[config.mk]
export PLATFORM = sky130hd
export DESIGN_NAME = updown_sweep_ctrl
export DESIGN_NICKNAME = d
export VERILOG_FILES = /design/src/rtl/updown_sweep_ctrl.sv
export SDC_FILE = /design/constraint.sdc
export NUM_CORES = 1
export LEC_CHECK = 0
export CAP_MARGIN = 20
export CORE_MARGIN = 5
export CORE_UTILIZATION = 55
export CTS_BUF_LIST = sky130_fd_sc_hd__clkbuf_8
export DETAILED_ROUTE_END_ITERATION = 7
export PLACE_DENSITY_LB_ADDON = 0.08
export SLEW_MARGIN = 20
export SYNTH_ARGS = -nofsm -noshare
export SYNTH_HDL_FRONTEND = slang
export SYNTH_SLANG_ARGS = --single-unit
export TNS_END_PERCENT = 5
[constraint.sdc]
create_clock -name clk -period 6.2 [get_ports clk]
set_clock_uncertainty 0.2 [all_clocks]
set_input_delay 1.55 -clock clk [delete_from_list [all_inputs] [get_ports clk]]
set_output_delay 1.55 -clock clk [all_outputs]
set_load 0.01 [all_outputs]
[src/rtl/updown_sweep_ctrl.sv]
// Up/down sweep controller: owns the count register and sweeps MIN_VAL..MAX_VAL..MIN_VAL on
// prescaler ticks, with pause, abort, auto-repeat and a saturating completed-sweep counter.
module updown_sweep_ctrl #(
    parameter int unsigned WIDTH   = 4,
    parameter int unsigned MIN_VAL = 0,
    parameter int unsigned MAX_VAL = 9,
    parameter int unsigned SW_W    = 4
) (
    input  logic             clk,
    input  logic             reset,
    input  logic             tick,
    input  logic             start,
    input  logic             progressive,
    input  logic             regressive,
    input  logic             pause,
    input  logic             abort,
    input  logic             auto_repeat,
    output logic [WIDTH-1:0] count,
    output logic             forward,
    output logic             enable,
    output logic             finish,
    output logic [SW_W-1:0]  sweep_cnt,
    output logic [1:0]       state_o
);

    localparam logic [1:0] S_IDLE = 2'd0;
    localparam logic [1:0] S_UP   = 2'd1;
    localparam logic [1:0] S_DOWN = 2'd2;
    localparam logic [1:0] S_HOLD = 2'd3;

    localparam logic [WIDTH-1:0] CNT_MIN = WIDTH'(MIN_VAL);
    localparam logic [WIDTH-1:0] CNT_MAX = WIDTH'(MAX_VAL);
    localparam logic [SW_W-1:0]  SW_SAT  = {SW_W{1'b1}};

    logic [1:0]       state, state_nxt;
    logic [WIDTH-1:0] count_nxt, count_inc, count_dec;
    logic             forward_nxt, finish_nxt;
    logic [SW_W-1:0]  sweep_nxt;

    assign count_inc = count + WIDTH'(1);
    assign count_dec = count - WIDTH'(1);

    // Sweeping is only visible downstream while not frozen by pause.
    assign enable  = ((state == S_UP) || (state == S_DOWN)) && !pause;
    assign state_o = state;

    // State and registered outputs.
    always_ff @(posedge clk or posedge reset) begin
        if (reset) begin
            state     <= S_IDLE;
            count     <= CNT_MIN;
            forward   <= 1'b1;
            finish    <= 1'b0;
            sweep_cnt <= '0;
        end else begin
            state     <= state_nxt;
            count     <= count_nxt;
            forward   <= forward_nxt;
            finish    <= finish_nxt;
            sweep_cnt <= sweep_nxt;
        end
    end

    // Next-state and output logic; abort beats pause beats normal sequencing.
    always_comb begin
        state_nxt   = state;
        count_nxt   = count;
        forward_nxt = forward;
        finish_nxt  = 1'b0;
        sweep_nxt   = sweep_cnt;

        if (abort) begin
            state_nxt   = S_IDLE;
            count_nxt   = CNT_MIN;
            forward_nxt = 1'b1;
        end else if (!pause) begin
            case (state)
                S_IDLE: begin
                    if (start) begin
                        state_nxt   = S_UP;
                        count_nxt   = CNT_MIN;
                        forward_nxt = 1'b1;
                    end
                end
                S_UP: begin
                    if (tick) begin
                        count_nxt = count_inc;
                        if (count_inc == CNT_MAX) begin
                            finish_nxt  = 1'b1;
                            state_nxt   = S_DOWN;
                            forward_nxt = 1'b0;
                        end
                    end
                end
                S_DOWN: begin
                    if (tick) begin
                        count_nxt = count_dec;
                        if (count_dec == CNT_MIN) begin
                            finish_nxt  = 1'b1;
                            state_nxt   = auto_repeat ? S_UP : S_HOLD;
                            forward_nxt = auto_repeat;
                            if (sweep_cnt != SW_SAT) begin
                                sweep_nxt = sweep_cnt + SW_W'(1);
                            end
                        end
                    end
                end
                S_HOLD: begin
                    // A command load swallows any tick arriving on the same edge.
                    if (progressive) begin
                        state_nxt   = S_UP;
                        count_nxt   = CNT_MIN;
                        forward_nxt = 1'b1;
                    end else if (regressive) begin
                        state_nxt   = S_DOWN;
                        count_nxt   = CNT_MAX;
                        forward_nxt = 1'b0;
                    end
                end
                default: begin
                    state_nxt = S_IDLE;
                end
            endcase
        end
    end

endmodule

==> metrics.txt, run 1 <==
status=finished, final reports clean; synth unique cells=45; leakage power total=about 0.56 nW; Reg-to-Reg Start=count[0]; # rows=15; worst-margin pin slew=around 0.44 ns; Switching Share=0.244; placed cells=between 100 and 150; Min Hold Slack=0.307 ns; Hold WC Path Type=reg2reg; # IOs=22; clock power share=0.419; routed len/inst=14.5 µm; main combinational cell family by area after synthesis=compound AO/OA/AOI/OAI gates; Critical Path RT=about 4.5 ns; Setup TNS=0 ns; Starting Density=0.567; CTS tree=done; Layout area overhead=28.3%; Synth Area in Simple Gates=0.190; synthesized area per cell=9.98 µm²; RR Endpoint=sweep_cnt[1]; share of power burned in registers=0.409; NumNets Final=between 100 and 150; Rel. slew slack=0.705; RePlAce Congestion=0.843; maximum number of pins on one net before global-route repair=13; Comb pwr share=0.172; reg2reg path depth=6; CTS Sinks=12; Cells on Worst Hold Path=1; PwrDens=163 mW/mm²; share of cells above drive strength 1=0.150; non-filler cells, final=about 150; Critical Path AT=2.67 ns; Critical Path Sink Type=output pin; RSZ-0062 raised after global routing=no; final worst path period share=0.713; endpoints failing hold=0; top achievable clock speed=roughly 0.23 GHz; DR vias/cell=5.57; mapped cell area=~970 µm²; post-cts sizing count=0; initial antenna violation count=0; Layout fillers=135; #FFs+latches synth=12; diode count=0; Detailed Place HPWL=1640 µm; post-CTS setup buffers=0; worst vdd ir=between 0.09 and 0.1 mV; # setup viols final=0; Post-Synth Adder-Cell Area=0.129; min Tclk post-route=4.42 ns; total number of vias=just over 800; Buffers on Ports=21; multiplexer share of the synthesized area=0.0116; Post-Synthesis Cells=97; final WL=between 2000 and 2500 µm; Psw=around 0.00005 W; vias in the first global route=between 800 and 900; syn nets=around 120; crit-path max FO=2; area taken by multi-input logic gates=599 µm²; Final ANT Viol Nets=0; Core Region=0.00171 mm²; main flop type after synthesis=dfrtp_1; register area=302 µm²; Clock transition at path regs=0.05 ns; Seq/Total Area, Yosys=0.311; GRT overflow=0; total of max-cap violations=0; Synth async-reset ratio=1.00; H-tree depth=1; Clk Latency, worst-skew pair=0.24 ns; CP Launch Type=input port; Die W=52.0 µm; die height=52.0 µm; total internal power=0.000153 W; reg2reg setup slack=between 3 and 4 ns; clk root buf=clkbuf_8; Post-CTS Hold Fix Bufs=0; global-route usage over all layers=0.178; first-pass iteration count of the detailed router=4; Hold Crit Endpoint=sweep_cnt[3]; DR DRC count=0; CTS Buffer Depth=2; max-slew violations=0; hold_sp=sweep_cnt[3]; Initial DRC Count=7; Crit Path Class=in2out; first-pass GRT wire length=3510 µm; total CTS buffers=3; yosys warns=0; Die Area=0.00270 mm²; Post-Synth XOR/XNOR Area=0.0452; Synth Area in Compound Gates=0.243; Post-synth EDFFs=0
worst max-delay path by stage:
stage,cells past startpoint,from,end,slack [ns]
after floorplan,1,pause,enable,2.69
after global placement,3,pause,enable,1.79
after detailed placement,3,pause,enable,1.76
after CTS,3,pause,enable,1.76
after global routing,3,pause,enable,1.69
final,3,pause,enable,1.78
state kept, by name (all words and copies together), names as in the netlist:
signal,count
forward,1
sweep_cnt,4
state_o,2
count,4
finish,1
critical path, stage by stage:
cell             delay, ns
clkdlybuf4s50_1       0.41
nor2b_1               0.15
clkdlybuf4s50_1       0.56
cell families after synthesis:
family                     Yosys count
AOI/OAI and AO/OA                   28
xor gates and xnor gates             5
adders and majority gates           10
buffers and inverters               14
DFF                                 12
muxes                                1
and+or+nand+nor                     27
cell type report:
type	count	area share
clock buffers	4	0.0443
inverters	12	0.0363
multi-input cells	71	0.482
flip-flops and latches	12	0.243
well taps	25	0.0252
repair buffers	21	0.169
synthesized netlist by cell type (3+ instances only):
cell type,instances,share of area
a21oi_1,3,0.015
inv_1,12,0.047
nor2_1,4,0.015
xnor2_1,3,0.027
ha_1,10,0.13
nand3_1,3,0.015
o21ai_0,4,0.021
dfrtp_1,11,0.28
nand2_1,4,0.015
power by group through the flow:
stage	logic (W)	registers (W)	clock network, W
global route	0.0000385	0.0000832	0.0000897
floorplan	0.0000198	0.0000842	0
finish	0.0000349	0.0000829	0.0000851
detailed placement	0.0000348	0.0000841	0
CTS	0.0000349	0.0000829	0.0000865
global placement	0.0000342	0.0000841	0
cell usage in the layout (no fill, tap or decap), types with 2 or more instances in the layout:
master | synthesis | final
nor3_1 | 2 | 2
clkbuf_8 | 0 | 4
nand3_1 | 3 | 3
a21oi_1 | 3 | 3
o221ai_1 | 2 | 2
nor2_1 | 4 | 4
xnor2_1 | 3 | 3
or2b_2 | 2 | 2
a22o_1 | 2 | 2
nand2_1 | 4 | 4
clkdlybuf4s50_1 | 0 | 21
xor2_1 | 2 | 2
inv_1 | 12 | 12
ha_1 | 10 | 10
o21ai_0 | 4 | 4
and3_1 | 2 | 2
dfrtp_1 | 11 | 11
layer usage:
layer	track usage	vias up	part of all wire
li1	-	400	-
met1	0.209	385	0.45
met2	0.314	19	0.50
met3	0.0201	4	0.028
met4	0.0917	0	0.017
met5	0	-	0
metrics by stage:
stage                     total power, W  cell area [µm²]  utilization  setup slack, ns
after detailed placement        0.000119             1190        0.695             1.76
after global routing            0.000211             1240        0.727             1.69
final                           0.000203             1240        0.727             1.78
after global placement          0.000118             1190        0.695             1.79
after floorplan                 0.000104              968            -             2.69
after CTS                       0.000204             1240        0.727             1.76
Note: power is estimated with default switching activity, not from simulation.
==> inputs of run 2 (changes only) <==
--- a/config.mk
+++ b/config.mk
@@ -7,7 +7,7 @@
 export LEC_CHECK = 0
 export CAP_MARGIN = 20
 export CORE_MARGIN = 5
-export CORE_UTILIZATION = 55
+export CORE_UTILIZATION = 46
 export CTS_BUF_LIST = sky130_fd_sc_hd__clkbuf_8
 export DETAILED_ROUTE_END_ITERATION = 7
 export PLACE_DENSITY_LB_ADDON = 0.08
==> constraint.sdc (replaced) <==
create_clock -name clk -period 4 [get_ports clk]
set_clock_uncertainty 0.2 [all_clocks]
set_input_delay 1 -clock clk [delete_from_list [all_inputs] [get_ports clk]]
set_output_delay 1 -clock clk [all_outputs]
set_load 0.01 [all_outputs]
==> run 2 against run 1 <==
Clock-buffer cell count decreased by 1. Critical path type unchanged. Critical endpoint unchanged. Sequential share of layout area is 0.15 points higher. Largest cell class unchanged. Die area grew 16%.
==> metrics.txt, run 2 (synthesis gave the netlist of run 1 again) <==
status=finished, final reports clean; slowest stage cell, crit path=clkdlybuf4s50_1; Rel. slew slack=0.707; most frequent CP cell=clkdlybuf4s50_1; CP Cell Sequence=clkdlybuf4s50_1, nor2b_1, clkdlybuf4s50_1; Detailed Place HPWL=1690 µm; Switching Share=0.244; Die Area=0.00312 mm²; CTS tree=done; Core Region=between 0.0015 and 0.002 mm²; total number of vias=808; # rows=16; commonest cells after routing, fill and taps aside=clkdlybuf4s50_1, inv_1, dfrtp_1, ha_1; Layout fillers=160; DR vias/cell=around 5.5; CTS Sinks=12; final WL=2050 µm; post-cts sizing count=0; maximum number of pins on one net before global-route repair=13; worst-margin pin slew=0.435 ns; die height=between 50 and 60 µm; crit-path max FO=2; total of max-cap violations=0; Critical Path AT=2.16 ns; register area=302 µm²; post-layout util=0.623; max-slew violations=0; clock power share=0.365; Clk Latency, worst-skew pair=0.23 ns; Layout area overhead=27.5%; # setup viols final=0; total power=0.000289 W; commonest non-fill, non-tap cell in the layout=clkdlybuf4s50_1; first-pass iteration count of the detailed router=4; Critical Path RT=2.80 ns; critical path's largest stage delay=0.57 ns; first-pass GRT wire length=3480 µm; vias in the first global route=around 770; Post-CTS Hold Fix Bufs=0; RSZ-0062 raised after global routing=no; NumNets Final=140; Final Cell Area=0.00123 mm²; Starting Density=0.489; Comb pwr share=0.189; Crit Path Class=in2out; CP Launch Type=input port; share of cells above drive strength 1=0.142; worst vdd ir=roughly 0.14 mV; CTS Buffer Depth=2; PwrDens=between 200 and 250 mW/mm²; share of power burned in registers=0.445; Psw=0.0000704 W; post-CTS setup buffers=0; min Tclk post-route=3.36 ns; Initial DRC Count=15; routed len/inst=14.0 µm; Placed Area=0.00119 mm²; final worst path period share=0.840; area taken by multi-input logic gates=~600 µm²; Final ANT Viol Nets=0; total CTS buffers=3; Critical Path Sink Type=output pin; Clock transition at path regs=0.05 ns; clk root buf=clkbuf_8; Bufs and invs on worst path=2; global-route usage over all layers=0.137; Die W=55.9 µm; endpoints failing hold=0; Setup TNS=0 ns; initial antenna violation count=0; DR DRC count=0; total internal power=0.000218 W; Hold WC Path Type=reg2reg; # IOs=22; Buffers on Ports=21; leakage power total=0.558 nW; GRT overflow=0; H-tree depth=1; Top Family by Delay on Critical Path=buffers and inverters; diode count=0; RePlAce Congestion=0.848; top achievable clock speed=0.297 GHz
run 2: cell count changes in the layout (fill, tap and decap cells not counted):
| cell | before | now |
|---|---|---|
| clkbuf_8 | 4 | 3 |
| inv_1 | 12 | 13 |
run 2: area by class of cell:
cell class,count,share of cell area
clock inverters,1,0.00304
repair buffers,21,0.170
multi-input cells,71,0.485
well taps,27,0.0274
flip-flops and latches,12,0.244
inverters,12,0.0365
clock buffers,3,0.0334
run 2: metrics by stage:
stage	instances	hold slack (ns)	worst slack, ns
2_1_floorplan	97	0.321	1.59
3_3_place_gp	143	0.285	0.685
3_5_place_dp	143	0.292	0.630
4_1_cts	147	0.301	0.621
5_1_grt	147	0.317	0.581
6_report	147	0.298	0.638
run 2: final timing paths:
path | from | endpoint | slack, ns | cells past startpoint
setup / recovery | pause | enable | 0.64 | 3
hold / removal | sweep_cnt[3] | sweep_cnt[3] | 0.30 | 1
setup reg to reg | count[0] | sweep_cnt[1] | 1.78 | 6
hold reg to reg | sweep_cnt[3] | sweep_cnt[3] | 0.30 | 1
max in group asynchronous | reset | forward | 2.39 | 2
min in group asynchronous | reset | count[2] | 0.87 | 2
run 2: worst reg2reg max path, delay by kind of cell (launching register included):
kind / cells / cell delay, ns
buf+inv: 1 / 0.12
compound gates: 1 / 0.20
simple gates: 2 / 0.43
fa+ha+maj: 1 / 0.26
flops: 1 / 0.56
mux: 1 / 0.33
run 2: power groups by stage:
stage | clock [W] | combinational (W) | sequential [W]
global placement | 0 | 0.0000534 | 0.000130
floorplan | 0 | 0.0000306 | 0.000130
global route | 0.000116 | 0.0000610 | 0.000129
CTS | 0.000108 | 0.0000548 | 0.000128
detailed placement | 0 | 0.0000546 | 0.000130
finish | 0.000105 | 0.0000547 | 0.000128
run 2: metal layers:
| layer | share of wire | routed length, µm | vias to the layer above | track usage |
|---|---|---|---|---|
| met5 | 0 | 0 | - | 0 |
| met4 | 0 | 0 | 0 | 0.0508 |
| met3 | 0.036 | 74 | 0 | 0.0162 |
| met2 | 0.50 | 1040 | 18 | 0.221 |
| met1 | 0.46 | 943 | 385 | 0.188 |
| li1 | - | - | 405 | - |
==> inputs of run 3 (changes only) <==
--- a/config.mk
+++ b/config.mk
@@ -7,7 +7,7 @@
 export LEC_CHECK = 0
 export CAP_MARGIN = 20
 export CORE_MARGIN = 5
-export CORE_UTILIZATION = 46
+export CORE_UTILIZATION = 51
 export CTS_BUF_LIST = sky130_fd_sc_hd__clkbuf_8
 export DETAILED_ROUTE_END_ITERATION = 7
 export PLACE_DENSITY_LB_ADDON = 0.08
==> constraint.sdc (replaced) <==
create_clock -name clk -period 3.25 [get_ports clk]
set_clock_uncertainty 0.2 [all_clocks]
set_input_delay 0.8125 -clock clk [delete_from_list [all_inputs] [get_ports clk]]
set_output_delay 0.8125 -clock clk [all_outputs]
set_load 0.01 [all_outputs]
==> run 3 against run 2 <==
Worst setup slack got worse by 0.36 ns. Highest routed layer is now met4. Critical endpoint unchanged. Wire length increased by 1.9%. Non-clock buffer count unchanged.
==> metrics.txt, run 3 (synthesis gave the netlist of run 1 again) <==
crit-path max FO=2; top achievable clock speed=0.336 GHz; critical path's largest stage delay=0.57 ns; Die W=~54 µm; Critical Path RT=between 2 and 2.5 ns; CTS Sinks=12; leakage power total=0.560 nW; total of max-cap violations=0; initial antenna violation count=0; RePlAce Congestion=around 0.85; # IOs=22; Clk Latency, worst-skew pair=0.24 ns; final setup margin=0.276 ns; routed len/inst=14.4 µm; post-layout util=0.704; commonest cells after routing, fill and taps aside=clkdlybuf4s50_1, inv_1, dfrtp_1, ha_1; clk root buf=clkbuf_8; post-CTS setup buffers=0; H-tree depth=1; Detailed Place HPWL=1650 µm; Final ANT Viol Nets=0; DR DRC count=0; PwrDens=~310 mW/mm²; Initial DRC Count=17; vias in the first global route=825; Rel. slew slack=0.695; # setup viols final=0; CP Cell Sequence=clkdlybuf4s50_1, nor2b_1, clkdlybuf4s50_1; worst vdd ir=0.172 mV; Crit Path Class=in2out; max-slew violations=0; die height=53.6 µm; Die Area=0.00287 mm²; worst-margin pin slew=0.457 ns; global-route usage over all layers=0.172; GRT overflow=0; maximum number of pins on one net before global-route repair=13; Hold WC Path Type=reg2reg; slowest stage cell, crit path=clkdlybuf4s50_1; RSZ-0062 raised after global routing=no; post-cts sizing count=0; first-pass GRT wire length=3590 µm; NumNets Final=140; first-pass iteration count of the detailed router=4; Setup TNS=0 ns; final WL=2090 µm; final worst path period share=0.915; total CTS buffers=3; Critical Path AT=just under 2 ns; Starting Density=0.549; CTS tree=done; reg2reg setup slack=1.03 ns; Clock transition at path regs=0.05 ns; Layout area overhead=28.3%; Post-CTS Hold Fix Bufs=0; diode count=0; most frequent CP cell=clkdlybuf4s50_1; endpoints failing hold=0; Setup WS pre-CTS=0.271 ns; CTS Buffer Depth=2; min Tclk post-route=2.97 ns; total number of vias=852; CP Launch Type=input port; share of cells above drive strength 1=0.150; status=finished, final reports clean; commonest non-fill, non-tap cell in the layout=clkdlybuf4s50_1; Buffers on Ports=21; DR vias/cell=5.88; # rows=15; Critical Path Sink Type=output pin; Core Region=about 0.0018 mm²
## run 3: through the flow
step | power [W] | instance area [µm²] | hold WS [ns] | cells
floorplan | 0.000198 | 968 | 0.321 | 97
detailed placement | 0.000226 | 1190 | 0.304 | 141
finish | 0.000388 | 1240 | 0.312 | 145
global placement | 0.000225 | 1190 | 0.286 | 141
global route | 0.000407 | 1240 | 0.351 | 145
CTS | 0.000391 | 1240 | 0.314 | 145
## run 3: per-layer routing
layer / vias to the layer above / wire length, µm / global-route usage
li1: 407 / - / -
met1: 404 / 926 / 0.211
met2: 36 / 1000 / 0.288
met3: 5 / 119 / 0.0305
met4: 0 / 46 / 0.0894
met5: - / 0 / 0
## run 3: area by class of cell
class,count,area [µm²]
well taps,25,31.3
fillers,148,522
repair buffers,21,210
multi-input cells,71,599
flip-flops and latches,12,302
clock buffers,4,55.1
inverters,12,45.0
## run 3: final timing paths
kind,depth (start not counted),to,from
min,1,sweep_cnt[3],sweep_cnt[3]
max reg2reg,6,sweep_cnt[1],count[0]
min in group asynchronous,2,count[1],reset
max in group asynchronous,2,forward,reset
min reg2reg,1,sweep_cnt[3],sweep_cnt[3]
max,3,enable,pause
## run 3: report_power, final
part / internal, W / leakage (nW) / switching, W
Clock: 0.000107 / 0.0288 / 0.0000564
Combinational: 0.0000324 / 0.368 / 0.0000338
Sequential: 0.000153 / 0.163 / 0.00000492
## run 3: worst max-delay path, delay by kind of cell
kind / cells / cell delay [ns]
buffers and inverters: 2 / 0.98
AND/OR/NAND/NOR: 1 / 0.17
